`config.mk`:
```
export PLATFORM = sky130hd
export DESIGN_NAME = plab5_mcore_mem_net_tdm_sched_flat
export DESIGN_NICKNAME = d
export VERILOG_FILES = /design/src/rtl/plab5_mcore_mem_net_tdm_sched_if.sv /design/src/rtl/plab5_mcore_mem_net_tdm_sched.sv /design/src/flat_wrapper.sv
export SDC_FILE = /design/constraint.sdc
export NUM_CORES = 1
export LEC_CHECK = 0
export ABC_AREA = 1
export CELL_PAD_IN_SITES_DETAIL_PLACEMENT = 2
export CELL_PAD_IN_SITES_GLOBAL_PLACEMENT = 2
export CORE_ASPECT_RATIO = 1.1
export CORE_UTILIZATION = 27
export DETAILED_ROUTE_END_ITERATION = 8
export PLACE_DENSITY = 0.84
export SLEW_MARGIN = 20
export SYNTH_ARGS = -nofsm -noshare
export SYNTH_HDL_FRONTEND = slang
export SYNTH_SLANG_ARGS = --single-unit
```
`constraint.sdc`:
```
create_clock -name clk -period 4.9 [get_ports clk]
set_input_delay 0.49 -clock clk [delete_from_list [all_inputs] [get_ports clk]]
set_output_delay 0.49 -clock clk [all_outputs]
set_load 0.05 [all_outputs]
```
`src/rtl/plab5_mcore_mem_net_tdm_sched_if.sv`:
```
// Request/response handshake bundle for the TDM injection scheduler.
// Optional stall counters appear only when PLAB5_MCORE_TDM_STALL_CNT_EN is defined.
interface plab5_mcore_mem_net_tdm_sched_if #(
  parameter int unsigned p_max_outst = 4
);
  localparam int unsigned c_out_nbits = $clog2(p_max_outst + 1);

  logic                   mode;
  logic                   req_in_val_p0;
  logic                   req_in_domain_p0;
  logic                   req_in_rdy_p0;
  logic                   req_out_val_p0;
  logic                   req_out_rdy_p0;
  logic                   resp_val_p0;
  logic                   resp_rdy_p0;
  logic                   req_in_val_p1;
  logic                   req_in_domain_p1;
  logic                   req_in_rdy_p1;
  logic                   req_out_val_p1;
  logic                   req_out_rdy_p1;
  logic                   resp_val_p1;
  logic                   resp_rdy_p1;
  logic                   cur_domain;
  logic                   dead;
  logic [c_out_nbits-1:0] outst_p0;
  logic [c_out_nbits-1:0] outst_p1;
  logic                   err;
`ifdef PLAB5_MCORE_TDM_STALL_CNT_EN
  logic [31:0]            stall_cnt_d0;
  logic [31:0]            stall_cnt_d1;
`endif

  // Requester / network / response side of the scheduler
  modport master (
    output mode,
    output req_in_val_p0, req_in_domain_p0, req_out_rdy_p0, resp_val_p0, resp_rdy_p0,
    output req_in_val_p1, req_in_domain_p1, req_out_rdy_p1, resp_val_p1, resp_rdy_p1,
    input  req_in_rdy_p0, req_out_val_p0, req_in_rdy_p1, req_out_val_p1,
    input  cur_domain, dead, outst_p0, outst_p1, err
`ifdef PLAB5_MCORE_TDM_STALL_CNT_EN
    , input stall_cnt_d0, stall_cnt_d1
`endif
  );

  // Scheduler side
  modport slave (
    input  mode,
    input  req_in_val_p0, req_in_domain_p0, req_out_rdy_p0, resp_val_p0, resp_rdy_p0,
    input  req_in_val_p1, req_in_domain_p1, req_out_rdy_p1, resp_val_p1, resp_rdy_p1,
    output req_in_rdy_p0, req_out_val_p0, req_in_rdy_p1, req_out_val_p1,
    output cur_domain, dead, outst_p0, outst_p1, err
`ifdef PLAB5_MCORE_TDM_STALL_CNT_EN
    , output stall_cnt_d0, stall_cnt_d1
`endif
  );
endinterface

```
`src/rtl/plab5_mcore_mem_net_tdm_sched.sv`:
```
// Temporal-partitioning scheduler for the two memory request injection ports.
// Alternates epochs between security domains 0/1 separated by dead time, gates
// injection by domain (secure mode) and by per-port outstanding-request credit.
// Optional: PLAB5_MCORE_TDM_STALL_CNT_EN adds per-domain saturating stall counters.
module plab5_mcore_mem_net_tdm_sched #(
  parameter int unsigned p_epoch_len = 16,
  parameter int unsigned p_dead_len  = 8,
  parameter int unsigned p_max_outst = 4
) (
  input  logic clk,
  input  logic reset,
  plab5_mcore_mem_net_tdm_sched_if.slave bus
);

  localparam int unsigned c_cnt_max   = (p_epoch_len > p_dead_len) ? p_epoch_len : p_dead_len;
  localparam int unsigned c_cnt_nbits = $clog2(c_cnt_max + 1);
  localparam int unsigned c_out_nbits = $clog2(p_max_outst + 1);

  localparam logic [c_cnt_nbits-1:0] c_epoch_last = c_cnt_nbits'(p_epoch_len - 1);
  localparam logic [c_cnt_nbits-1:0] c_dead_last  = c_cnt_nbits'(p_dead_len - 1);
  localparam logic [c_out_nbits-1:0] c_outst_max  = c_out_nbits'(p_max_outst);

  typedef enum logic {ST_EPOCH, ST_DEAD} state_t;

  state_t                 r_state;
  logic [c_cnt_nbits-1:0] r_cnt;
  logic                   r_cur_domain;
  logic [c_out_nbits-1:0] r_outst [2];
  logic                   r_err;

  logic [1:0] w_in_val;
  logic [1:0] w_dom;
  logic [1:0] w_out_rdy;
  logic [1:0] w_resp_fire;
  logic [1:0] w_allow;
  logic [1:0] w_req_fire;

  assign w_in_val    = {bus.req_in_val_p1,    bus.req_in_val_p0};
  assign w_dom       = {bus.req_in_domain_p1, bus.req_in_domain_p0};
  assign w_out_rdy   = {bus.req_out_rdy_p1,   bus.req_out_rdy_p0};
  assign w_resp_fire = {bus.resp_val_p1 & bus.resp_rdy_p1,
                        bus.resp_val_p0 & bus.resp_rdy_p0};

  // Per-port grant: credit always required; domain/epoch match only in secure mode.
  // Reset forces both handshakes low so nothing can fire while state is discarded.
  always_comb begin
    w_allow    = '0;
    w_req_fire = '0;
    for (int unsigned n = 0; n < 2; n++) begin
      w_allow[n] = reset & (r_outst[n] < c_outst_max) &
                   (~bus.mode | ((r_state == ST_EPOCH) & (w_dom[n] == r_cur_domain)));
      w_req_fire[n] = w_in_val[n] & w_allow[n] & w_out_rdy[n];
    end
  end

  assign bus.req_out_val_p0 = w_in_val[0] & w_allow[0];
  assign bus.req_out_val_p1 = w_in_val[1] & w_allow[1];
  assign bus.req_in_rdy_p0  = w_out_rdy[0] & w_allow[0];
  assign bus.req_in_rdy_p1  = w_out_rdy[1] & w_allow[1];
  assign bus.cur_domain     = r_cur_domain;
  assign bus.dead           = (r_state == ST_DEAD);
  assign bus.outst_p0       = r_outst[0];
  assign bus.outst_p1       = r_outst[1];
  assign bus.err            = r_err;

  // Epoch/dead schedule: free-running regardless of mode and traffic
  always_ff @(posedge clk or negedge reset) begin
    if (!reset) begin
      r_state      <= ST_EPOCH;
      r_cnt        <= c_epoch_last;
      r_cur_domain <= 1'b0;
    end else if (r_cnt == '0) begin
      if (r_state == ST_EPOCH) begin
        r_state <= ST_DEAD;
        r_cnt   <= c_dead_last;
      end else begin
        r_state      <= ST_EPOCH;
        r_cnt        <= c_epoch_last;
        r_cur_domain <= ~r_cur_domain;
      end
    end else begin
      r_cnt <= r_cnt - 1'b1;
    end
  end

  // Outstanding-request tracking and sticky underflow error
  always_ff @(posedge clk or negedge reset) begin
    if (!reset) begin
      r_outst[0] <= '0;
      r_outst[1] <= '0;
      r_err      <= 1'b0;
    end else begin
      for (int unsigned n = 0; n < 2; n++) begin
        if (w_req_fire[n] & ~w_resp_fire[n]) begin
          r_outst[n] <= r_outst[n] + 1'b1;
        end else if (~w_req_fire[n] & w_resp_fire[n] & (r_outst[n] != '0)) begin
          r_outst[n] <= r_outst[n] - 1'b1;
        end
        if (w_resp_fire[n] & (r_outst[n] == '0)) begin
          r_err <= 1'b1;
        end
      end
    end
  end

`ifdef PLAB5_MCORE_TDM_STALL_CNT_EN
  logic [31:0] r_stall_d0;
  logic [31:0] r_stall_d1;
  logic [1:0]  w_stall;
  logic [1:0]  w_inc_d0;
  logic [1:0]  w_inc_d1;
  logic [32:0] w_sum_d0;
  logic [32:0] w_sum_d1;

  // Stalls are charged to the requesting domain; up to two per cycle per counter
  always_comb begin
    w_stall  = w_in_val & ~w_allow;
    w_inc_d0 = {1'b0, w_stall[0] & ~w_dom[0]} + {1'b0, w_stall[1] & ~w_dom[1]};
    w_inc_d1 = {1'b0, w_stall[0] &  w_dom[0]} + {1'b0, w_stall[1] &  w_dom[1]};
    w_sum_d0 = {1'b0, r_stall_d0} + {31'b0, w_inc_d0};
    w_sum_d1 = {1'b0, r_stall_d1} + {31'b0, w_inc_d1};
  end

  // Saturating stall counters
  always_ff @(posedge clk or negedge reset) begin
    if (!reset) begin
      r_stall_d0 <= '0;
      r_stall_d1 <= '0;
    end else begin
      r_stall_d0 <= w_sum_d0[32] ? '1 : w_sum_d0[31:0];
      r_stall_d1 <= w_sum_d1[32] ? '1 : w_sum_d1[31:0];
    end
  end

  assign bus.stall_cnt_d0 = r_stall_d0;
  assign bus.stall_cnt_d1 = r_stall_d1;
`endif

endmodule

```
`src/flat_wrapper.sv`:
```
// flat-port wrapper written by rule: the top's interface ports become plain ports
module plab5_mcore_mem_net_tdm_sched_flat 
#(
  parameter int unsigned p_epoch_len = 16,
  parameter int unsigned p_dead_len  = 8,
  parameter int unsigned p_max_outst = 4
)
  (clk, reset, bus_mode, bus_req_in_val_p0, bus_req_in_domain_p0, bus_req_out_rdy_p0, bus_resp_val_p0, bus_resp_rdy_p0, bus_req_in_val_p1, bus_req_in_domain_p1, bus_req_out_rdy_p1, bus_resp_val_p1, bus_resp_rdy_p1, bus_req_in_rdy_p0, bus_req_out_val_p0, bus_req_in_rdy_p1, bus_req_out_val_p1, bus_cur_domain, bus_dead, bus_outst_p0, bus_outst_p1, bus_err);
  plab5_mcore_mem_net_tdm_sched_if #(.p_max_outst(p_max_outst)) bus_i ();
  input  logic clk;
  input  logic reset;
  input wire logic [$bits(bus_i.mode)-1:0] bus_mode;
  input wire logic [$bits(bus_i.req_in_val_p0)-1:0] bus_req_in_val_p0;
  input wire logic [$bits(bus_i.req_in_domain_p0)-1:0] bus_req_in_domain_p0;
  input wire logic [$bits(bus_i.req_out_rdy_p0)-1:0] bus_req_out_rdy_p0;
  input wire logic [$bits(bus_i.resp_val_p0)-1:0] bus_resp_val_p0;
  input wire logic [$bits(bus_i.resp_rdy_p0)-1:0] bus_resp_rdy_p0;
  input wire logic [$bits(bus_i.req_in_val_p1)-1:0] bus_req_in_val_p1;
  input wire logic [$bits(bus_i.req_in_domain_p1)-1:0] bus_req_in_domain_p1;
  input wire logic [$bits(bus_i.req_out_rdy_p1)-1:0] bus_req_out_rdy_p1;
  input wire logic [$bits(bus_i.resp_val_p1)-1:0] bus_resp_val_p1;
  input wire logic [$bits(bus_i.resp_rdy_p1)-1:0] bus_resp_rdy_p1;
  output wire logic [$bits(bus_i.req_in_rdy_p0)-1:0] bus_req_in_rdy_p0;
  output wire logic [$bits(bus_i.req_out_val_p0)-1:0] bus_req_out_val_p0;
  output wire logic [$bits(bus_i.req_in_rdy_p1)-1:0] bus_req_in_rdy_p1;
  output wire logic [$bits(bus_i.req_out_val_p1)-1:0] bus_req_out_val_p1;
  output wire logic [$bits(bus_i.cur_domain)-1:0] bus_cur_domain;
  output wire logic [$bits(bus_i.dead)-1:0] bus_dead;
  output wire logic [$bits(bus_i.outst_p0)-1:0] bus_outst_p0;
  output wire logic [$bits(bus_i.outst_p1)-1:0] bus_outst_p1;
  output wire logic [$bits(bus_i.err)-1:0] bus_err;
  assign bus_i.mode = bus_mode;
  assign bus_i.req_in_val_p0 = bus_req_in_val_p0;
  assign bus_i.req_in_domain_p0 = bus_req_in_domain_p0;
  assign bus_i.req_out_rdy_p0 = bus_req_out_rdy_p0;
  assign bus_i.resp_val_p0 = bus_resp_val_p0;
  assign bus_i.resp_rdy_p0 = bus_resp_rdy_p0;
  assign bus_i.req_in_val_p1 = bus_req_in_val_p1;
  assign bus_i.req_in_domain_p1 = bus_req_in_domain_p1;
  assign bus_i.req_out_rdy_p1 = bus_req_out_rdy_p1;
  assign bus_i.resp_val_p1 = bus_resp_val_p1;
  assign bus_i.resp_rdy_p1 = bus_resp_rdy_p1;
  assign bus_req_in_rdy_p0 = bus_i.req_in_rdy_p0;
  assign bus_req_out_val_p0 = bus_i.req_out_val_p0;
  assign bus_req_in_rdy_p1 = bus_i.req_in_rdy_p1;
  assign bus_req_out_val_p1 = bus_i.req_out_val_p1;
  assign bus_cur_domain = bus_i.cur_domain;
  assign bus_dead = bus_i.dead;
  assign bus_outst_p0 = bus_i.outst_p0;
  assign bus_outst_p1 = bus_i.outst_p1;
  assign bus_err = bus_i.err;
  plab5_mcore_mem_net_tdm_sched #(.p_epoch_len(p_epoch_len), .p_dead_len(p_dead_len), .p_max_outst(p_max_outst)) u_core (.clk(clk), .reset(reset), .bus(bus_i));
endmodule
```
# Word level (Yosys, flattened, before mapping)
# Cells that the tools add are included.
# totals
reg_bits	14
inputBits	13
out_inout_bits	13
wordCells	64
# classes
addsub	5
n_lt_le_gt_ge	2
n_eq_ne	2
n_mux	9
bitwise_logic	31
n_reduce_logical	9
# ops
op	n
$and A1 B1 Y1	22
$mux W3	4
$not A1 Y1	7
$add A3 B1 Y3 const B	2
$logic_not A3 Y1	2
$lt A3 B3 Y1 const B	2
$reduce_bool A2 Y1	3
$reduce_bool A3 Y1	2
$sub A3 B1 Y3 const B	2
$logic_not A5 Y1	1
$mux W5	1
$sub A5 B1 Y5 const B	1
$mux W4	1
$mux W1	3
$eq A1 B1 Y1	2
$or A1 B1 Y1	2
$reduce_and A2 Y1	1

# Depth between registers and ports, before layout
# logic_depth
depth_word	11
ltp_mapped	11
depth_no_buf	11

# Least setup slack after synthesis
# Ideal clock, no wire load.
# synth_timing
path_type	reg2out
from	register u_core.r_cur_domain, in the netlist u_core.bus.cur_domain
to	output bus_req_in_rdy_p1
t_arrival_ns	1.767
required_time_ns	4.410
setup_slack_ns	2.643
path_stages_with_launch	7
n_path_buf	0
cell_sequence	dfrtp_1 > inv_2 > nand2_1 > nand3_2 > a21boi_2 > inv_1 > nor2_1
# synth_between
elab_chain_len	5
# synth_lines
element	line	rtl
from (decl)	plab5_mcore_mem_net_tdm_sched.sv:27	logic r_cur_domain;
from (signal assigned)	plab5_mcore_mem_net_tdm_sched.sv:79	r_cur_domain <= ~r_cur_domain;
$eq A1 B1 Y1	plab5_mcore_mem_net_tdm_sched.sv:51	(~bus.mode | ((r_state == ST_EPOCH) & (w_dom[n] == r_cur_domain)));
$and A1 B1 Y1	plab5_mcore_mem_net_tdm_sched.sv:51	
$or A1 B1 Y1	plab5_mcore_mem_net_tdm_sched.sv:51	
$and A1 B1 Y1	plab5_mcore_mem_net_tdm_sched.sv:50	w_allow[n] = reset & (r_outst[n] < c_outst_max) &
$and A1 B1 Y1	plab5_mcore_mem_net_tdm_sched.sv:59	assign bus.req_in_rdy_p1 = w_out_rdy[1] & w_allow[1];
to (decl)	flat_wrapper.sv:25	output wire logic [$bits(bus_i.req_in_rdy_p1)-1:0] bus_req_in_rdy_p1;
# No other way between the ends.

# Worst setup path after layout
# layout_timing
from	input reset
to	output bus_req_out_val_p0
# layout_between
elab_chain_len	3
# layout_lines
element	line	rtl
from (decl)	flat_wrapper.sv:11	input logic reset;
$and A1 B1 Y1 (2 in series)	plab5_mcore_mem_net_tdm_sched.sv:50	
$and A1 B1 Y1	plab5_mcore_mem_net_tdm_sched.sv:56	assign bus.req_out_val_p0 = w_in_val[0] & w_allow[0];
to (decl)	flat_wrapper.sv:24	output wire logic [$bits(bus_i.req_out_val_p0)-1:0] bus_req_out_val_p0;
# No other way between the ends.

==> flow_metrics.env <==
export IMPL_pin_count=26
export IMPL_nNetsFinal=157
export IMPL_synth_edf_count=0
export IMPL_drt_first_pass_iters=4
export IMPL_peakVddDrop_v=0.000255
export IMPL_switching_power_w=0.000275
export IMPL_clock_skew_ns=0.0140
export IMPL_synth_ff_latch_count=14
export IMPL_finalMaxSlewViolations=0
export IMPL_syn_avg_cell_area_sq_um=7.88
export IMPL_grt_ovfl_total=0
export IMPL_die_w_microns=56.0
export IMPL_coreArea_sq_um=3050
export IMPL_area_growth_pct=38.8
export IMPL_ctsHoldBuffers=0
export IMPL_fp_row_count=21
export IMPL_share_clk_of_total_power=0.152
export IMPL_whs_ns=0.472
export IMPL_dpl_hpwl_microns=2070
export IMPL_drive_gt1_frac=0.164
export IMPL_root_buffer="clkbuf_4"
export IMPL_dp_cells=170
export IMPL_grt_max_degree=16
export IMPL_drt_wirelength_per_cell_microns=14.6
export IMPL_clockBufferDepth=2
export IMPL_cts_tree="yes"
export IMPL_start_util=0.284
export IMPL_seq_area_frac_synth=0.410
export IMPL_synth_top_area_frac=0.289
export IMPL_die_h_microns=61.4
export IMPL_drtAntennaViolNets=0
export IMPL_syn_inst=110
export IMPL_async_flop_share=1.00
export IMPL_p_comb_frac=0.529
export IMPL_netlist_area_sq_um=867
export IMPL_intPower_w=0.000293
export IMPL_yosys_top_cells_count="33 x nand2_1, 20 x inv_1, 11 x nor2_1"
export IMPL_max_freq_mhz=315
export IMPL_crit_type="in -> out"
export IMPL_ctsResizeCount=0
export IMPL_portBuffers=25
export IMPL_ys_warn_count=0
export IMPL_cp_required_ns=4.41
export IMPL_synthFlopType="dfrtp_1"
export IMPL_cts_buffers=3
export IMPL_crit_fanout=15
export IMPL_antenna_found_initial=0
export IMPL_synth_nets=126
export IMPL_wirelength_microns=2540
export IMPL_htreeDepth=1
export IMPL_clkTransAtPathRegs_ns=0.08
export IMPL_setup_viol=0
export IMPL_period_minus_slack_ns=3.17
export IMPL_status="finished clean"
export IMPL_cp_data_arrival_time_ns=2.68
export IMPL_cts_setup_buffers=0
export IMPL_slew_headroom=0.662
export IMPL_first_global_vias=932
export IMPL_clock_sinks=14
export IMPL_routed_via_count=829
export IMPL_power_density_nw_per_um2=472
export IMPL_drcViolationCount=0
export IMPL_grt_pass1_wl_microns=4330
export IMPL_worst_pin_slew_ns=0.505
export IMPL_track_usage=0.171
export IMPL_rsz0062_at_grt="false"
export IMPL_place_congestion=0.709
export IMPL_yosysMostFrequentCell="nand2_1"
export IMPL_via_per_inst=4.76
export IMPL_diodes=0
export IMPL_maxCapViolCount=0
export IMPL_synth_area_leaders="dfrtp_1 29%, nand2_1 14%, dfstp_2 12%"
export IMPL_clk_latency_ns=0.29
export IMPL_swShare=0.484
export IMPL_die_area_sq_um=3440
export IMPL_post_route_period_util=0.647
export IMPL_synthDistinctLibCells=21
export IMPL_hold_violations=0
export IMPL_hold_class="reg -> reg"
export IMPL_leakage_nw=0.606
export IMPL_start_kind="primary input"
export IMPL_sequentialPowerShare=0.318
export IMPL_drt_iter0_drc=18
export IMPL_cp_end_kind="output pin"
export IMPL_fin_cells=174
export IMPL_setup_tns_ns=0
export IMPL_yosysTopAreaCell="dfrtp_1"
[per-stage QoR]
stage          area, sq um  utilization  worst slack (ns)  total power [W]
6_report              1200        0.395              1.73         0.000568
5_1_grt               1200        0.395              1.55         0.000610
4_1_cts               1200        0.395              1.70         0.000581
3_5_place_dp          1170        0.383              1.73         0.000486
3_3_place_gp          1170        0.383              1.78         0.000471
2_1_floorplan          867            -              2.64         0.000372
[cell usage in the layout (no fill, tap or decap), types with 2 or more instances in the layout]
master           netlist  final
nand3_2                2      2
nor3_1                 3      3
inv_1                 20     20
nand4_2                3      3
inv_2                  3      3
a21boi_2               2      2
nand3_1                4      4
clkdlybuf4s50_1        0     25
fa_1                   2      2
clkbuf_4               0      3
nand2_1               33     33
dfrtp_1               10     10
dfstp_2                4      4
nand2_2                3      3
xor2_1                 3      3
nor2_1                11     11
[critical path, cell delays in order]
cell and delay, ns:
clkdlybuf4s50_1 0.46, buf_4 0.22, inv_1 0.09, nor2_1 0.19
a21boi_2 0.23, inv_1 0.07, nor2_1 0.11, clkdlybuf4s50_1 0.81
[cells by family after synthesis]
kind of cell / after synthesis / share of synthesized area
flops: 14 / 0.410
buf+inv: 23 / 0.0996
compound gates: 7 / 0.0736
simple gates: 60 / 0.326
xor+xnor: 3 / 0.0303
fa+ha+maj: 3 / 0.0606
[state kept, by name, summed over array words and instances (netlist names)]
signal and flops:
u_core.r_cnt 5, u_core.bus.outst_p0 3, u_core.bus.outst_p1 3, u_core.bus.cur_domain 1
u_core.bus.dead 1, u_core.bus.err 1
[power groups by stage]
stage	Combinational, W	Sequential [W]	Clock [W]
floorplan	0.000112	0.000260	0
global placement	0.000289	0.000181	0
detailed placement	0.000301	0.000184	0
CTS	0.000307	0.000183	0.0000919
global route	0.000328	0.000188	0.0000937
finish	0.000301	0.000181	0.0000867
[path summary, 6_finish.rpt]
| path | from | to | slack [ns] | cells after the start |
|---|---|---|---|---|
| max in group asynchronous | reset | u_core.r_cnt[3]$_DFF_PN1_ | 4.14 | 2 |
| setup reg to reg | u_core.bus.outst_p0[2]$_DFFE_PN0P_ | u_core.bus.outst_p0[2]$_DFFE_PN0P_ | 2.93 | 9 |
| hold / removal | u_core.r_cnt[0]$_DFF_PN1_ | u_core.r_cnt[0]$_DFF_PN1_ | 0.47 | 1 |
| min in group asynchronous | reset | u_core.bus.outst_p1[0]$_DFFE_PN0P_ | 0.50 | 2 |
| hold reg to reg | u_core.r_cnt[0]$_DFF_PN1_ | u_core.r_cnt[0]$_DFF_PN1_ | 0.47 | 1 |
| setup / recovery | reset | bus_req_out_val_p0 | 1.73 | 8 |
[area by class of cell]
| class | count | area [sq um] |
|---|---|---|
| Sequential cell | 14 | 355 |
| Inverter | 23 | 86.3 |
| Clock buffer | 4 | 36.3 |
| Multi-Input combinational cell | 73 | 425 |
| Fill cell | 370 | 1840 |
| Timing Repair Buffer | 26 | 258 |
| Tap cell | 34 | 42.5 |
[routing by layer]
metal	vias up	track usage	routed length, microns
li1	396	-	-
met1	409	0.178	974
met2	20	0.327	1450
met3	4	0.0315	73
met4	0	0.105	45
met5	-	0	0
No activity file was read; power rests on OpenSTA's default activity.
